## src/rtl/spatz_rsp_collector_if.sv

```systemverilog
// Return-path bundle between the Spatz controller/units and the response collector.
// Handshake rule for every valid/ready pair here: a transfer happens on a rising clock
// edge where valid and ready are both high; a source holding valid keeps its payload
// stable until that edge, and ready may depend combinationally on valid.
interface spatz_rsp_collector_if #(
    parameter int unsigned NrIds     = 4,
    parameter int unsigned XIdWidth  = 5,
    parameter int unsigned DataWidth = 32
);
    localparam int unsigned IdWidth = (NrIds > 1) ? $clog2(NrIds) : 1;

    typedef logic [IdWidth-1:0] spatz_id_t;

    typedef struct packed {
        spatz_id_t            id;
        logic [DataWidth-1:0] result;
        logic [4:0]           rd;
        logic                 wb;
    } vfu_rsp_t;

    typedef struct packed {
        spatz_id_t id;
        logic      exc;
    } vlsu_rsp_t;

    typedef struct packed {
        spatz_id_t id;
    } vsldu_rsp_t;

    // ID allocation towards the controller
    logic                 alloc_valid_i;
    logic                 alloc_ready_o;
    spatz_id_t            alloc_id_o;
    logic [XIdWidth-1:0]  alloc_xintf_id_i;
    logic [4:0]           alloc_rd_i;
    logic                 alloc_wb_i;

    // Unit completions
    logic                 vfu_rsp_valid_i;
    logic                 vfu_rsp_ready_o;
    vfu_rsp_t             vfu_rsp_i;
    logic                 vlsu_rsp_valid_i;
    logic                 vlsu_rsp_ready_o;
    vlsu_rsp_t            vlsu_rsp_i;
    logic                 vsldu_rsp_valid_i;
    logic                 vsldu_rsp_ready_o;
    vsldu_rsp_t           vsldu_rsp_i;

    // Result towards the scalar core X-interface
    logic                 xif_valid_o;
    logic                 xif_ready_i;
    logic [XIdWidth-1:0]  xif_id_o;
    logic [DataWidth-1:0] xif_data_o;
    logic [4:0]           xif_rd_o;
    logic                 xif_we_o;
    logic                 xif_exc_o;

    logic                 busy_o;

    // Collector side
    modport slave (
        input  alloc_valid_i, alloc_xintf_id_i, alloc_rd_i, alloc_wb_i,
        output alloc_ready_o, alloc_id_o,
        input  vfu_rsp_valid_i, vfu_rsp_i,
        output vfu_rsp_ready_o,
        input  vlsu_rsp_valid_i, vlsu_rsp_i,
        output vlsu_rsp_ready_o,
        input  vsldu_rsp_valid_i, vsldu_rsp_i,
        output vsldu_rsp_ready_o,
        output xif_valid_o, xif_id_o, xif_data_o, xif_rd_o, xif_we_o, xif_exc_o,
        input  xif_ready_i,
        output busy_o
    );

    // Controller / unit / core side
    modport master (
        output alloc_valid_i, alloc_xintf_id_i, alloc_rd_i, alloc_wb_i,
        input  alloc_ready_o, alloc_id_o,
        output vfu_rsp_valid_i, vfu_rsp_i,
        input  vfu_rsp_ready_o,
        output vlsu_rsp_valid_i, vlsu_rsp_i,
        input  vlsu_rsp_ready_o,
        output vsldu_rsp_valid_i, vsldu_rsp_i,
        input  vsldu_rsp_ready_o,
        input  xif_valid_o, xif_id_o, xif_data_o, xif_rd_o, xif_we_o, xif_exc_o,
        output xif_ready_i,
        input  busy_o
    );
endinterface

```

## src/rtl/spatz_rsp_collector.sv

```systemverilog
// Spatz response collector: hands out instruction IDs, remembers the core context of each
// ID, merges VFU/VLSU/VSLDU completions into one registered X-interface result stream.
// Optional macro SPATZ_RSP_RR_ARB_EN selects round-robin arbitration between the three
// units; without it the units are served in fixed priority VFU > VLSU > VSLDU.
module spatz_rsp_collector #(
    parameter int unsigned NrIds     = 4,
    parameter int unsigned XIdWidth  = 5,
    parameter int unsigned DataWidth = 32
) (
    input logic                  clk_i,
    input logic                  rst_i,
    spatz_rsp_collector_if.slave bus
);
    localparam int unsigned IdWidth = (NrIds > 1) ? $clog2(NrIds) : 1;

    // ---------------------------------------------------------------------------------
    // ID table
    // ---------------------------------------------------------------------------------
    logic [NrIds-1:0]    tbl_valid_q;
    logic [XIdWidth-1:0] tbl_xid_q [NrIds];
    logic [4:0]          tbl_rd_q  [NrIds];
    logic [NrIds-1:0]    tbl_wb_q;

    logic [IdWidth-1:0]  free_id;
    logic                any_free;
    logic                alloc_fire;

    // Lowest free index; scanning downwards lets the lowest match overwrite the others.
    always_comb begin
        free_id  = '0;
        any_free = 1'b0;
        for (int i = NrIds - 1; i >= 0; i--) begin
            if (!tbl_valid_q[i]) begin
                free_id  = IdWidth'(i);
                any_free = 1'b1;
            end
        end
    end

    // Allocation only looks at the pre-edge valid bits, so an ID freed this cycle is
    // not offered until the next one.
    assign bus.alloc_ready_o = any_free;
    assign bus.alloc_id_o    = free_id;
    assign alloc_fire        = bus.alloc_valid_i & any_free;

    // ---------------------------------------------------------------------------------
    // Completion arbitration
    // ---------------------------------------------------------------------------------
    logic [2:0]           req;
    logic [2:0]           gnt;
    logic                 slot_free;
    logic                 win_fire;
    logic                 win_hit;
    logic [IdWidth-1:0]   win_id;
    logic [DataWidth-1:0] win_data;
    logic                 win_exc;
    logic                 win_vfu_wb;

    // Output register can take a new result when empty or being drained this cycle.
    assign slot_free = ~bus.xif_valid_o | bus.xif_ready_i;
    assign req       = {bus.vsldu_rsp_valid_i, bus.vlsu_rsp_valid_i, bus.vfu_rsp_valid_i};

`ifdef SPATZ_RSP_RR_ARB_EN
    // Unit index that currently holds top priority: 0 VFU, 1 VLSU, 2 VSLDU.
    logic [1:0] rr_ptr_q;

    // Rotating priority starting at the pointer unit, wrapping VSLDU -> VFU.
    always_comb begin
        gnt = '0;
        case (rr_ptr_q)
            2'd1: begin
                if (req[1])      gnt = 3'b010;
                else if (req[2]) gnt = 3'b100;
                else if (req[0]) gnt = 3'b001;
            end
            2'd2: begin
                if (req[2])      gnt = 3'b100;
                else if (req[0]) gnt = 3'b001;
                else if (req[1]) gnt = 3'b010;
            end
            default: begin
                if (req[0])      gnt = 3'b001;
                else if (req[1]) gnt = 3'b010;
                else if (req[2]) gnt = 3'b100;
            end
        endcase
    end

    // Pointer moves to the unit after the winner on every accepted completion.
    always_ff @(posedge clk_i) begin
        if (rst_i) begin
            rr_ptr_q <= 2'd0;
        end else if (win_fire) begin
            if (gnt[0])      rr_ptr_q <= 2'd1;
            else if (gnt[1]) rr_ptr_q <= 2'd2;
            else             rr_ptr_q <= 2'd0;
        end
    end
`else
    // Fixed priority VFU > VLSU > VSLDU.
    always_comb begin
        gnt    = '0;
        gnt[0] = req[0];
        gnt[1] = req[1] & ~req[0];
        gnt[2] = req[2] & ~req[1] & ~req[0];
    end
`endif

    // Only the winner sees ready, and only when the output register can take it.
    assign bus.vfu_rsp_ready_o   = gnt[0] & slot_free;
    assign bus.vlsu_rsp_ready_o  = gnt[1] & slot_free;
    assign bus.vsldu_rsp_ready_o = gnt[2] & slot_free;
    assign win_fire              = (|gnt) & slot_free;

    // Payload of the winning unit; VLSU/VSLDU carry no data and never write back.
    always_comb begin
        win_id     = '0;
        win_data   = '0;
        win_exc    = 1'b0;
        win_vfu_wb = 1'b0;
        if (gnt[0]) begin
            win_id     = bus.vfu_rsp_i.id;
            win_data   = bus.vfu_rsp_i.result;
            win_vfu_wb = bus.vfu_rsp_i.wb;
        end else if (gnt[1]) begin
            win_id     = bus.vlsu_rsp_i.id;
            win_exc    = bus.vlsu_rsp_i.exc;
        end else if (gnt[2]) begin
            win_id     = bus.vsldu_rsp_i.id;
        end
    end

    // A completion for an unallocated ID is swallowed without producing a result.
    assign win_hit = tbl_valid_q[win_id];

    // The VFU echoes rd, but the destination register always comes from the table.
    logic unused_vfu_rd;
    assign unused_vfu_rd = ^bus.vfu_rsp_i.rd;

    // Valid bits: set on allocation, cleared when the matching completion is accepted.
    // The two IDs can never coincide (one is free, the other allocated).
    always_ff @(posedge clk_i) begin
        if (rst_i) begin
            tbl_valid_q <= '0;
        end else begin
            if (alloc_fire) begin
                tbl_valid_q[free_id] <= 1'b1;
            end
            if (win_fire && win_hit) begin
                tbl_valid_q[win_id] <= 1'b0;
            end
        end
    end

    // Per-ID core context, captured on allocation; meaningless while the entry is free.
    always_ff @(posedge clk_i) begin
        if (alloc_fire) begin
            tbl_xid_q[free_id] <= bus.alloc_xintf_id_i;
            tbl_rd_q[free_id]  <= bus.alloc_rd_i;
            tbl_wb_q[free_id]  <= bus.alloc_wb_i;
        end
    end

    // ---------------------------------------------------------------------------------
    // Output register
    // ---------------------------------------------------------------------------------
    logic                 xif_valid_q;
    logic [XIdWidth-1:0]  xif_id_q;
    logic [DataWidth-1:0] xif_data_q;
    logic [4:0]           xif_rd_q;
    logic                 xif_we_q;
    logic                 xif_exc_q;

    // Load on an accepted completion, drop after the core takes it, otherwise hold.
    always_ff @(posedge clk_i) begin
        if (rst_i) begin
            xif_valid_q <= 1'b0;
            xif_id_q    <= '0;
            xif_data_q  <= '0;
            xif_rd_q    <= '0;
            xif_we_q    <= 1'b0;
            xif_exc_q   <= 1'b0;
        end else if (win_fire && win_hit) begin
            xif_valid_q <= 1'b1;
            xif_id_q    <= tbl_xid_q[win_id];
            xif_data_q  <= win_data;
            xif_rd_q    <= tbl_rd_q[win_id];
            xif_we_q    <= tbl_wb_q[win_id] & win_vfu_wb;
            xif_exc_q   <= win_exc;
        end else if (bus.xif_ready_i) begin
            xif_valid_q <= 1'b0;
        end
    end

    assign bus.xif_valid_o = xif_valid_q;
    assign bus.xif_id_o    = xif_id_q;
    assign bus.xif_data_o  = xif_data_q;
    assign bus.xif_rd_o    = xif_rd_q;
    assign bus.xif_we_o    = xif_we_q;
    assign bus.xif_exc_o   = xif_exc_q;

    assign bus.busy_o = (|tbl_valid_q) | xif_valid_q;

`ifndef SYNTHESIS
    // A unit completing an ID that was never handed out points at a controller bug.
    a_rsp_id_allocated : assert property (@(posedge clk_i) disable iff (rst_i)
        win_fire |-> win_hit);
`endif

endmodule
```

## src/flat_wrapper.sv

```systemverilog
// flat-port wrapper written by rule: the top's interface ports become plain ports
module spatz_rsp_collector_flat 
#(
    parameter int unsigned NrIds     = 4,
    parameter int unsigned XIdWidth  = 5,
    parameter int unsigned DataWidth = 32
)
  (clk_i, rst_i, bus_alloc_valid_i, bus_alloc_xintf_id_i, bus_alloc_rd_i, bus_alloc_wb_i, bus_alloc_ready_o, bus_alloc_id_o, bus_vfu_rsp_valid_i, bus_vfu_rsp_i, bus_vfu_rsp_ready_o, bus_vlsu_rsp_valid_i, bus_vlsu_rsp_i, bus_vlsu_rsp_ready_o, bus_vsldu_rsp_valid_i, bus_vsldu_rsp_i, bus_vsldu_rsp_ready_o, bus_xif_valid_o, bus_xif_id_o, bus_xif_data_o, bus_xif_rd_o, bus_xif_we_o, bus_xif_exc_o, bus_xif_ready_i, bus_busy_o);
  spatz_rsp_collector_if #(.NrIds(NrIds), .XIdWidth(XIdWidth), .DataWidth(DataWidth)) bus_i ();
  input logic clk_i;
  input logic rst_i;
  input wire logic [$bits(bus_i.alloc_valid_i)-1:0] bus_alloc_valid_i;
  input wire logic [$bits(bus_i.alloc_xintf_id_i)-1:0] bus_alloc_xintf_id_i;
  input wire logic [$bits(bus_i.alloc_rd_i)-1:0] bus_alloc_rd_i;
  input wire logic [$bits(bus_i.alloc_wb_i)-1:0] bus_alloc_wb_i;
  output wire logic [$bits(bus_i.alloc_ready_o)-1:0] bus_alloc_ready_o;
  output wire logic [$bits(bus_i.alloc_id_o)-1:0] bus_alloc_id_o;
  input wire logic [$bits(bus_i.vfu_rsp_valid_i)-1:0] bus_vfu_rsp_valid_i;
  input wire logic [$bits(bus_i.vfu_rsp_i)-1:0] bus_vfu_rsp_i;
  output wire logic [$bits(bus_i.vfu_rsp_ready_o)-1:0] bus_vfu_rsp_ready_o;
  input wire logic [$bits(bus_i.vlsu_rsp_valid_i)-1:0] bus_vlsu_rsp_valid_i;
  input wire logic [$bits(bus_i.vlsu_rsp_i)-1:0] bus_vlsu_rsp_i;
  output wire logic [$bits(bus_i.vlsu_rsp_ready_o)-1:0] bus_vlsu_rsp_ready_o;
  input wire logic [$bits(bus_i.vsldu_rsp_valid_i)-1:0] bus_vsldu_rsp_valid_i;
  input wire logic [$bits(bus_i.vsldu_rsp_i)-1:0] bus_vsldu_rsp_i;
  output wire logic [$bits(bus_i.vsldu_rsp_ready_o)-1:0] bus_vsldu_rsp_ready_o;
  output wire logic [$bits(bus_i.xif_valid_o)-1:0] bus_xif_valid_o;
  output wire logic [$bits(bus_i.xif_id_o)-1:0] bus_xif_id_o;
  output wire logic [$bits(bus_i.xif_data_o)-1:0] bus_xif_data_o;
  output wire logic [$bits(bus_i.xif_rd_o)-1:0] bus_xif_rd_o;
  output wire logic [$bits(bus_i.xif_we_o)-1:0] bus_xif_we_o;
  output wire logic [$bits(bus_i.xif_exc_o)-1:0] bus_xif_exc_o;
  input wire logic [$bits(bus_i.xif_ready_i)-1:0] bus_xif_ready_i;
  output wire logic [$bits(bus_i.busy_o)-1:0] bus_busy_o;
  assign bus_i.alloc_valid_i = bus_alloc_valid_i;
  assign bus_i.alloc_xintf_id_i = bus_alloc_xintf_id_i;
  assign bus_i.alloc_rd_i = bus_alloc_rd_i;
  assign bus_i.alloc_wb_i = bus_alloc_wb_i;
  assign bus_alloc_ready_o = bus_i.alloc_ready_o;
  assign bus_alloc_id_o = bus_i.alloc_id_o;
  assign bus_i.vfu_rsp_valid_i = bus_vfu_rsp_valid_i;
  assign bus_i.vfu_rsp_i = bus_vfu_rsp_i;
  assign bus_vfu_rsp_ready_o = bus_i.vfu_rsp_ready_o;
  assign bus_i.vlsu_rsp_valid_i = bus_vlsu_rsp_valid_i;
  assign bus_i.vlsu_rsp_i = bus_vlsu_rsp_i;
  assign bus_vlsu_rsp_ready_o = bus_i.vlsu_rsp_ready_o;
  assign bus_i.vsldu_rsp_valid_i = bus_vsldu_rsp_valid_i;
  assign bus_i.vsldu_rsp_i = bus_vsldu_rsp_i;
  assign bus_vsldu_rsp_ready_o = bus_i.vsldu_rsp_ready_o;
  assign bus_xif_valid_o = bus_i.xif_valid_o;
  assign bus_xif_id_o = bus_i.xif_id_o;
  assign bus_xif_data_o = bus_i.xif_data_o;
  assign bus_xif_rd_o = bus_i.xif_rd_o;
  assign bus_xif_we_o = bus_i.xif_we_o;
  assign bus_xif_exc_o = bus_i.xif_exc_o;
  assign bus_i.xif_ready_i = bus_xif_ready_i;
  assign bus_busy_o = bus_i.busy_o;
  spatz_rsp_collector #(.NrIds(NrIds), .XIdWidth(XIdWidth), .DataWidth(DataWidth)) u_core (.clk_i(clk_i), .rst_i(rst_i), .bus(bus_i));
endmodule
```

## config.mk

```make
export PLATFORM = sky130hd
export DESIGN_NAME = spatz_rsp_collector_flat
export DESIGN_NICKNAME = d
export VERILOG_FILES = /design/src/rtl/spatz_rsp_collector_if.sv /design/src/rtl/spatz_rsp_collector.sv /design/src/flat_wrapper.sv
export SDC_FILE = /design/constraint.sdc
export NUM_CORES = 1
export LEC_CHECK = 0
export ABC_AREA = 1
export BUFFER_PORTS_ARGS = -buffer_cell sky130_fd_sc_hd__buf_2
export CAP_MARGIN = 15
export CORE_ASPECT_RATIO = 2
export CORE_MARGIN = 2
export CORE_UTILIZATION = 46
export DETAILED_ROUTE_END_ITERATION = 8
export PLACE_DENSITY_LB_ADDON = 0.2
export SYNTH_ARGS = -nofsm -noshare
export SYNTH_HDL_FRONTEND = slang
export SYNTH_SLANG_ARGS = --single-unit
```

## constraint.sdc

```tcl
create_clock -name clk_i -period 2.8 [get_ports clk_i]
set_clock_uncertainty 0.2 [all_clocks]
set_input_delay 0.42 -clock clk_i [delete_from_list [all_inputs] [get_ports clk_i]]
set_output_delay 0.42 -clock clk_i [all_outputs]
set_load 0.02 [all_outputs]
```

==> results of run 1 <==
-- synth_stat cells --
cell	instances
a21oi_1	7
inv_2	1
buf_6	6
inv_1	51
nand4_1	13
edfxtp_1	44
buf_4	2
or2_0	2
buf_1	4
nand2_1	182
o21ai_1	1
nand3_1	19
clkbuf_1	5
nand3_4	1
nor2_1	102
nor3_1	3
o21ai_2	1
dfxtp_1	49
nor2_2	1
nand3_2	2
nor2_4	1
buf_2	5
o21ai_0	2
nor4_1	1
-- flip-flops by register name, indices dropped and copies added, names as in the netlist --
| signal | cells |
|---|---|
| u_core.bus.xif_exc_o | 1 |
| u_core.bus.xif_rd_o | 5 |
| u_core.bus.xif_we_o | 1 |
| u_core.bus.xif_valid_o | 1 |
| u_core.tbl_valid_q | 4 |
| u_core.tbl_wb_q | 4 |
| u_core.tbl_xid_q | 20 |
| u_core.tbl_rd_q | 20 |
| u_core.bus.xif_id_o | 5 |
| u_core.bus.xif_data_o | 32 |
-- cell type report --
type,count,area share
flip-flops and latches,93,0.465
repair buffers,120,0.132
multi-input cells,338,0.280
well taps,100,0.0252
inverters,52,0.0394
clock inverters,7,0.0131
clock buffers,9,0.0454
-- layer usage --
layer	track usage	vias up
met5	0	-
met4	0.0833	0
met3	0.0385	11
met2	0.343	86
met1	0.201	1478
li1	-	1779
-- worst max-delay path, cell delays in order --
cell,delay [ps]
buf_2,150
inv_1,150
nand3_1,210
nand3_4,280
nand2_1,130
inv_1,340
nand2_1,100
nand4_1,140
nor2_1,60
nor2_1,90
-- worst min path at each step --
stage                                     end  slack, ps  cells after the start
floorplan              u_core.bus.xif_valid_o        290                      1
global placement    u_core.bus.xif_data_o[18]        260                      2
detailed placement   u_core.bus.xif_data_o[8]        270                      2
CTS                    u_core.tbl_xid_q[2][3]         80                      1
global route            u_core.tbl_rd_q[0][2]         90                      1
finish                 u_core.tbl_xid_q[2][3]         90                      1
-- power groups by stage --
stage	clock [mW]	sequential [mW]	combinational (mW)
floorplan	0	1.75	0.407
global placement	0	1.63	0.745
detailed placement	0	1.63	0.755
CTS	1.19	1.60	0.759
global route	1.25	1.61	0.838
finish	1.16	1.60	0.750
-- cell families (layout without fill, tap and decap cells) --
group	after synthesis	after routing	share of synthesized area
DFF	93	93	0.571
AOI/OAI and AO/OA	11	11	0.0146
buffers and inverters	74	188	0.0835
and+or+nand+nor	327	327	0.330
==> results.json, run 1 <==
{
  "die_h_um": 136,
  "startpoint_type": "input port",
  "num_antenna_cells": 0,
  "clockBufferDepth": 2,
  "synthTopCellsByArea": "edfxtp_1, dfxtp_1, nand2_1",
  "postPlaceCellArea_um2": 4670,
  "rows": 48,
  "finalPower_mw": 3.52,
  "grt_pass1_vias": 3104,
  "grt_max_degree": 48,
  "clock-sinks": 93,
  "fin_ws_ps": 805,
  "cap_violations": 0,
  "layout_min_cycle_time_ps": 2000,
  "synth_cells": 505,
  "htree_levels": 3,
  "ys_types": 24,
  "switching_share": 0.309,
  "synth.cell_area_um2": 4030,
  "final-setup-viol-count": 0,
  "root_buffer": "clkbuf_16",
  "peakVddDrop_v": 0.000403,
  "worst_slew_pin_slew_ps": 645,
  "worst_ep_required_time_ps": 2870,
  "design_area_um2": 4960,
  "yosysSeqAreaShare": 0.571,
  "r2r-start": "u_core.tbl_valid_q[1]",
  "clkSlewWorstSetupHoldPaths_ps": 70,
  "dr_wl_met2_um": 4820,
  "crit_arrival_ps": 2070,
  "synthDominantCellAreaShare": 0.328,
  "p_per_area_nw_per_um2": 709,
  "clk_latency_ps": 330,
  "timing.critical_path.to": "u_core.bus.xif_id_o[1]",
  "route.met3.wl_um": 366,
  "combPwrFrac": 0.213,
  "initial_core_util": 0.469,
  "fin_cells": 719,
  "die_w_um": 70.2,
  "synth.largest_area_cell": "edfxtp_1",
  "mostFrequentLayoutCell": "nand2_1",
  "switching_power_mw": 1.09,
  "met1_length_um": 3600,
  "final_cell_mix": "nand2_1, buf_2, nor2_1",
  "core_area_um2": 8590,
  "vias": 3354,
  "hold_viol_final": 0,
  "ctsHoldBuffers": 0,
  "multi_input_area_um2": 1390,
  "finalMaxSlewViolations": 0,
  "reg2regPathDepth": 5,
  "status": "complete, no violations",
  "synth_nets": 568,
  "die-area_um2": 9570,
  "fmax_ghz": 0.501,
  "gp_congestion": 0.828,
  "synth.avg_cell_area_um2": 7.98,
  "dp_hpwl_um": 6330,
  "dpl_worst_slack_ps": 450,
  "final_nets": 677,
  "seqCellArea_um2": 2300,
  "grt_usage": 0.186,
  "drc": 0,
  "drive_above_1_share": 0.231,
  "maxUsedRoutingLayer": "met4",
  "rsz0062_at_grt": "no",
  "relSlewSlack": 0.569,
  "grt_first_pass_wirelength_um": 14000,
  "timing.rr.end": "u_core.tbl_xid_q[3][0]",
  "overflow": 0,
  "power.internal_mw": 2.43,
  "antenna_found_initial": 0,
  "whs_ps": 90.9,
  "pwr-share-clk": 0.331,
  "ys_ff_latch": 93,
  "post_cts_buffers": 0,
  "crit_start": "bus_vfu_rsp_valid_i",
  "worstSetupPathType": "in2reg",
  "fin_util": 0.577,
  "min_from": "bus_alloc_xintf_id_i[3]",
  "crit_path_end_kind": "flip-flop",
  "num_io_pins": 115,
  "cts.repair.resized": 0,
  "fillers": 817,
  "tns_ps": 0,
  "ant_nets": 0,
  "synth_warnings": 0,
  "via_per_inst": 4.66,
  "dp.cells": 703,
  "syn_to_final_growth_pct": 23.0,
  "min_period_over_period": 0.713,
  "min_path_type": "in2reg",
  "critPathMaxFanout": 19,
  "power_leakage_nw": 2.50,
  "cts_tree": "done",
  "routed_wirelength_um": 8950,
  "regToRegSetupSlack_ps": 990,
  "dr.pass1.iters": 6,
  "drt_iter0_drc": 160,
  "pwr-share-seq": 0.455,
  "numCtsBuffers": 9,
  "routedWlPerCell_um": 12.5,
  "io_buffers": 109
}
Note: power is estimated with default switching activity, not from simulation.
==> run 2, diff against run 1 <==
==> constraint.sdc (replaced) <==
create_clock -name clk_i -period 1.9 [get_ports clk_i]
set_clock_uncertainty 0.2 [all_clocks]
set_input_delay 0.285 -clock clk_i [delete_from_list [all_inputs] [get_ports clk_i]]
set_output_delay 0.285 -clock clk_i [all_outputs]
set_load 0.02 [all_outputs]
==> results.json, run 2 (synthesis gave the netlist of run 1 again) <==
{
  "ant_nets": 0,
  "cts_tree": "done",
  "dpl_worst_slack_ps": -85.3,
  "gp_congestion": 0.857,
  "io_buffers": 109,
  "startpoint_type": "flip-flop",
  "grt_max_degree": 48,
  "die_h_um": 136,
  "switching_power_mw": 1.59,
  "rsz0062_at_grt": "no",
  "post_cts_buffers": 0,
  "clock-sinks": 93,
  "critPathSlowestCell": "dfxtp_1",
  "dr.pass1.iters": 4,
  "antenna_found_initial": 0,
  "overflow": 0,
  "drt_iter0_drc": 170,
  "mostFrequentLayoutCell": "nand2_1",
  "die_w_um": 70.2,
  "power.internal_mw": 3.62,
  "grt_first_pass_wirelength_um": 14900,
  "routedWlPerCell_um": 12.3,
  "numCtsBuffers": 9,
  "fin_ws_ps": 124,
  "worstSetupPathType": "reg2out",
  "core_area_um2": 8590,
  "dp_hpwl_um": 6400,
  "combPwrFrac": 0.224,
  "htree_levels": 3,
  "hold_viol_final": 0,
  "worst_slew_pin_slew_ps": 339,
  "switching_share": 0.305,
  "cp_top_family": "flip-flops",
  "status": "complete, no violations",
  "grt_usage": 0.201,
  "die-area_um2": 9570,
  "clockBufferDepth": 2,
  "crit_arrival_ps": 1290,
  "pwr-share-clk": 0.323,
  "p_per_area_nw_per_um2": 1000,
  "layout_min_cycle_time_ps": 1780,
  "drc": 0,
  "drive_above_1_share": 0.241,
  "routed_wirelength_um": 9110,
  "fillers": 794,
  "peakVddDrop_v": 0.000746,
  "clk_latency_ps": 340,
  "min_period_over_period": 0.935,
  "min_path_type": "in2reg",
  "slowest_delay_ps": 350,
  "critPathMaxFanout": 4,
  "largest_register_ffs": 32,
  "initial_core_util": 0.469,
  "path_cells": "inv_1, nand2_1, a21oi_1, buf_2",
  "via_per_inst": 4.68,
  "final_nets": 701,
  "syn_to_final_growth_pct": 29.1,
  "num_antenna_cells": 0,
  "final-setup-viol-count": 0,
  "timing.critical_path.buf_inv": 2,
  "vias": 3475,
  "rows": 48,
  "num_io_pins": 115,
  "clkSlewWorstSetupHoldPaths_ps": 70,
  "crit_path_end_kind": "output pin",
  "pwr-share-seq": 0.453,
  "final_cell_mix": "nand2_1, buf_2, nor2_1",
  "finalMaxSlewViolations": 0,
  "power_leakage_nw": 2.62,
  "cap_violations": 0,
  "fmax_ghz": 0.563,
  "relSlewSlack": 0.774,
  "grt_pass1_vias": 3264,
  "root_buffer": "clkbuf_16",
  "whs_ps": 43.0,
  "worst_ep_required_time_ps": 1410
}
-- run 2: cell count changes in the layout (fill, tap and decap cells not counted), moves of 2 or more --
| cell | change |
|---|---|
| clkinv_4 | -2 |
| buf_4 | +9 |
| dlygate4sd3_1 | +12 |
| buf_12 | +3 |
-- run 2: timing repair --
action,CTS,global route
setup endpoints to repair,0,0
endpoints found under the hold margin,45,0
hold buffers,12,0
gates resized for setup,0,0
-- run 2: power groups by stage --
stage / logic [mW] / registers, mW / clock network, mW
finish: 1.16 / 2.36 / 1.68
global route: 1.31 / 2.38 / 1.83
CTS: 1.18 / 2.36 / 1.73
detailed placement: 1.16 / 2.41 / 0
global placement: 1.14 / 2.40 / 0
floorplan: 0.602 / 2.58 / 0
-- run 2: through the flow --
stage	util	power, mW	cell area (µm²)	cells	TNS, ps
floorplan	-	3.18	4030	505	0
global placement	0.559	3.53	4800	715	-309
detailed placement	0.559	3.56	4800	715	-1880
CTS	0.606	5.27	5200	743	0
global route	0.606	5.52	5200	743	0
finish	0.606	5.21	5200	743	0
-- run 2: worst paths after layout --
check | startpoint | to | slack (ps) | depth (start not counted)
setup / recovery | u_core.tbl_valid_q[3] | bus_alloc_id_o[0] | 120 | 4
hold / removal | bus_alloc_valid_i | u_core.tbl_valid_q[0] | 40 | 3
setup reg to reg | u_core.bus.xif_valid_o | u_core.bus.xif_data_o[10] | 220 | 9
hold reg to reg | u_core.bus.xif_data_o[10] | u_core.bus.xif_data_o[10] | 280 | 2
-- run 2: layout make-up --
type | instances | area [µm²] | area share
multi-input combinational | 338 | 1400 | 0.268
timing repair buffer | 144 | 901 | 0.173
tap | 100 | 125 | 0.0241
clock buffer | 10 | 229 | 0.0440
sequential | 93 | 2300 | 0.443
inverter | 52 | 195 | 0.0375
clock inverter | 6 | 55.1 | 0.0106
-- run 2: per-layer routing --
| layer | GRT usage | routed length (µm) |
|---|---|---|
| met1 | 0.204 | 3410 |
| met2 | 0.395 | 5200 |
| met3 | 0.0445 | 398 |
| met4 | 0.0673 | 106 |
| met5 | 0 | 0 |
-- run 2: worst register-to-register path: stages, from the launching register on --
cell and delay [ps]:
dfxtp_1 310, inv_1 90, nor2_1 90, a21oi_1 220, o21ai_2 110, nor2_4 140
buf_12 220, nand2_1 100, nand2_1 60, nor2_1 40
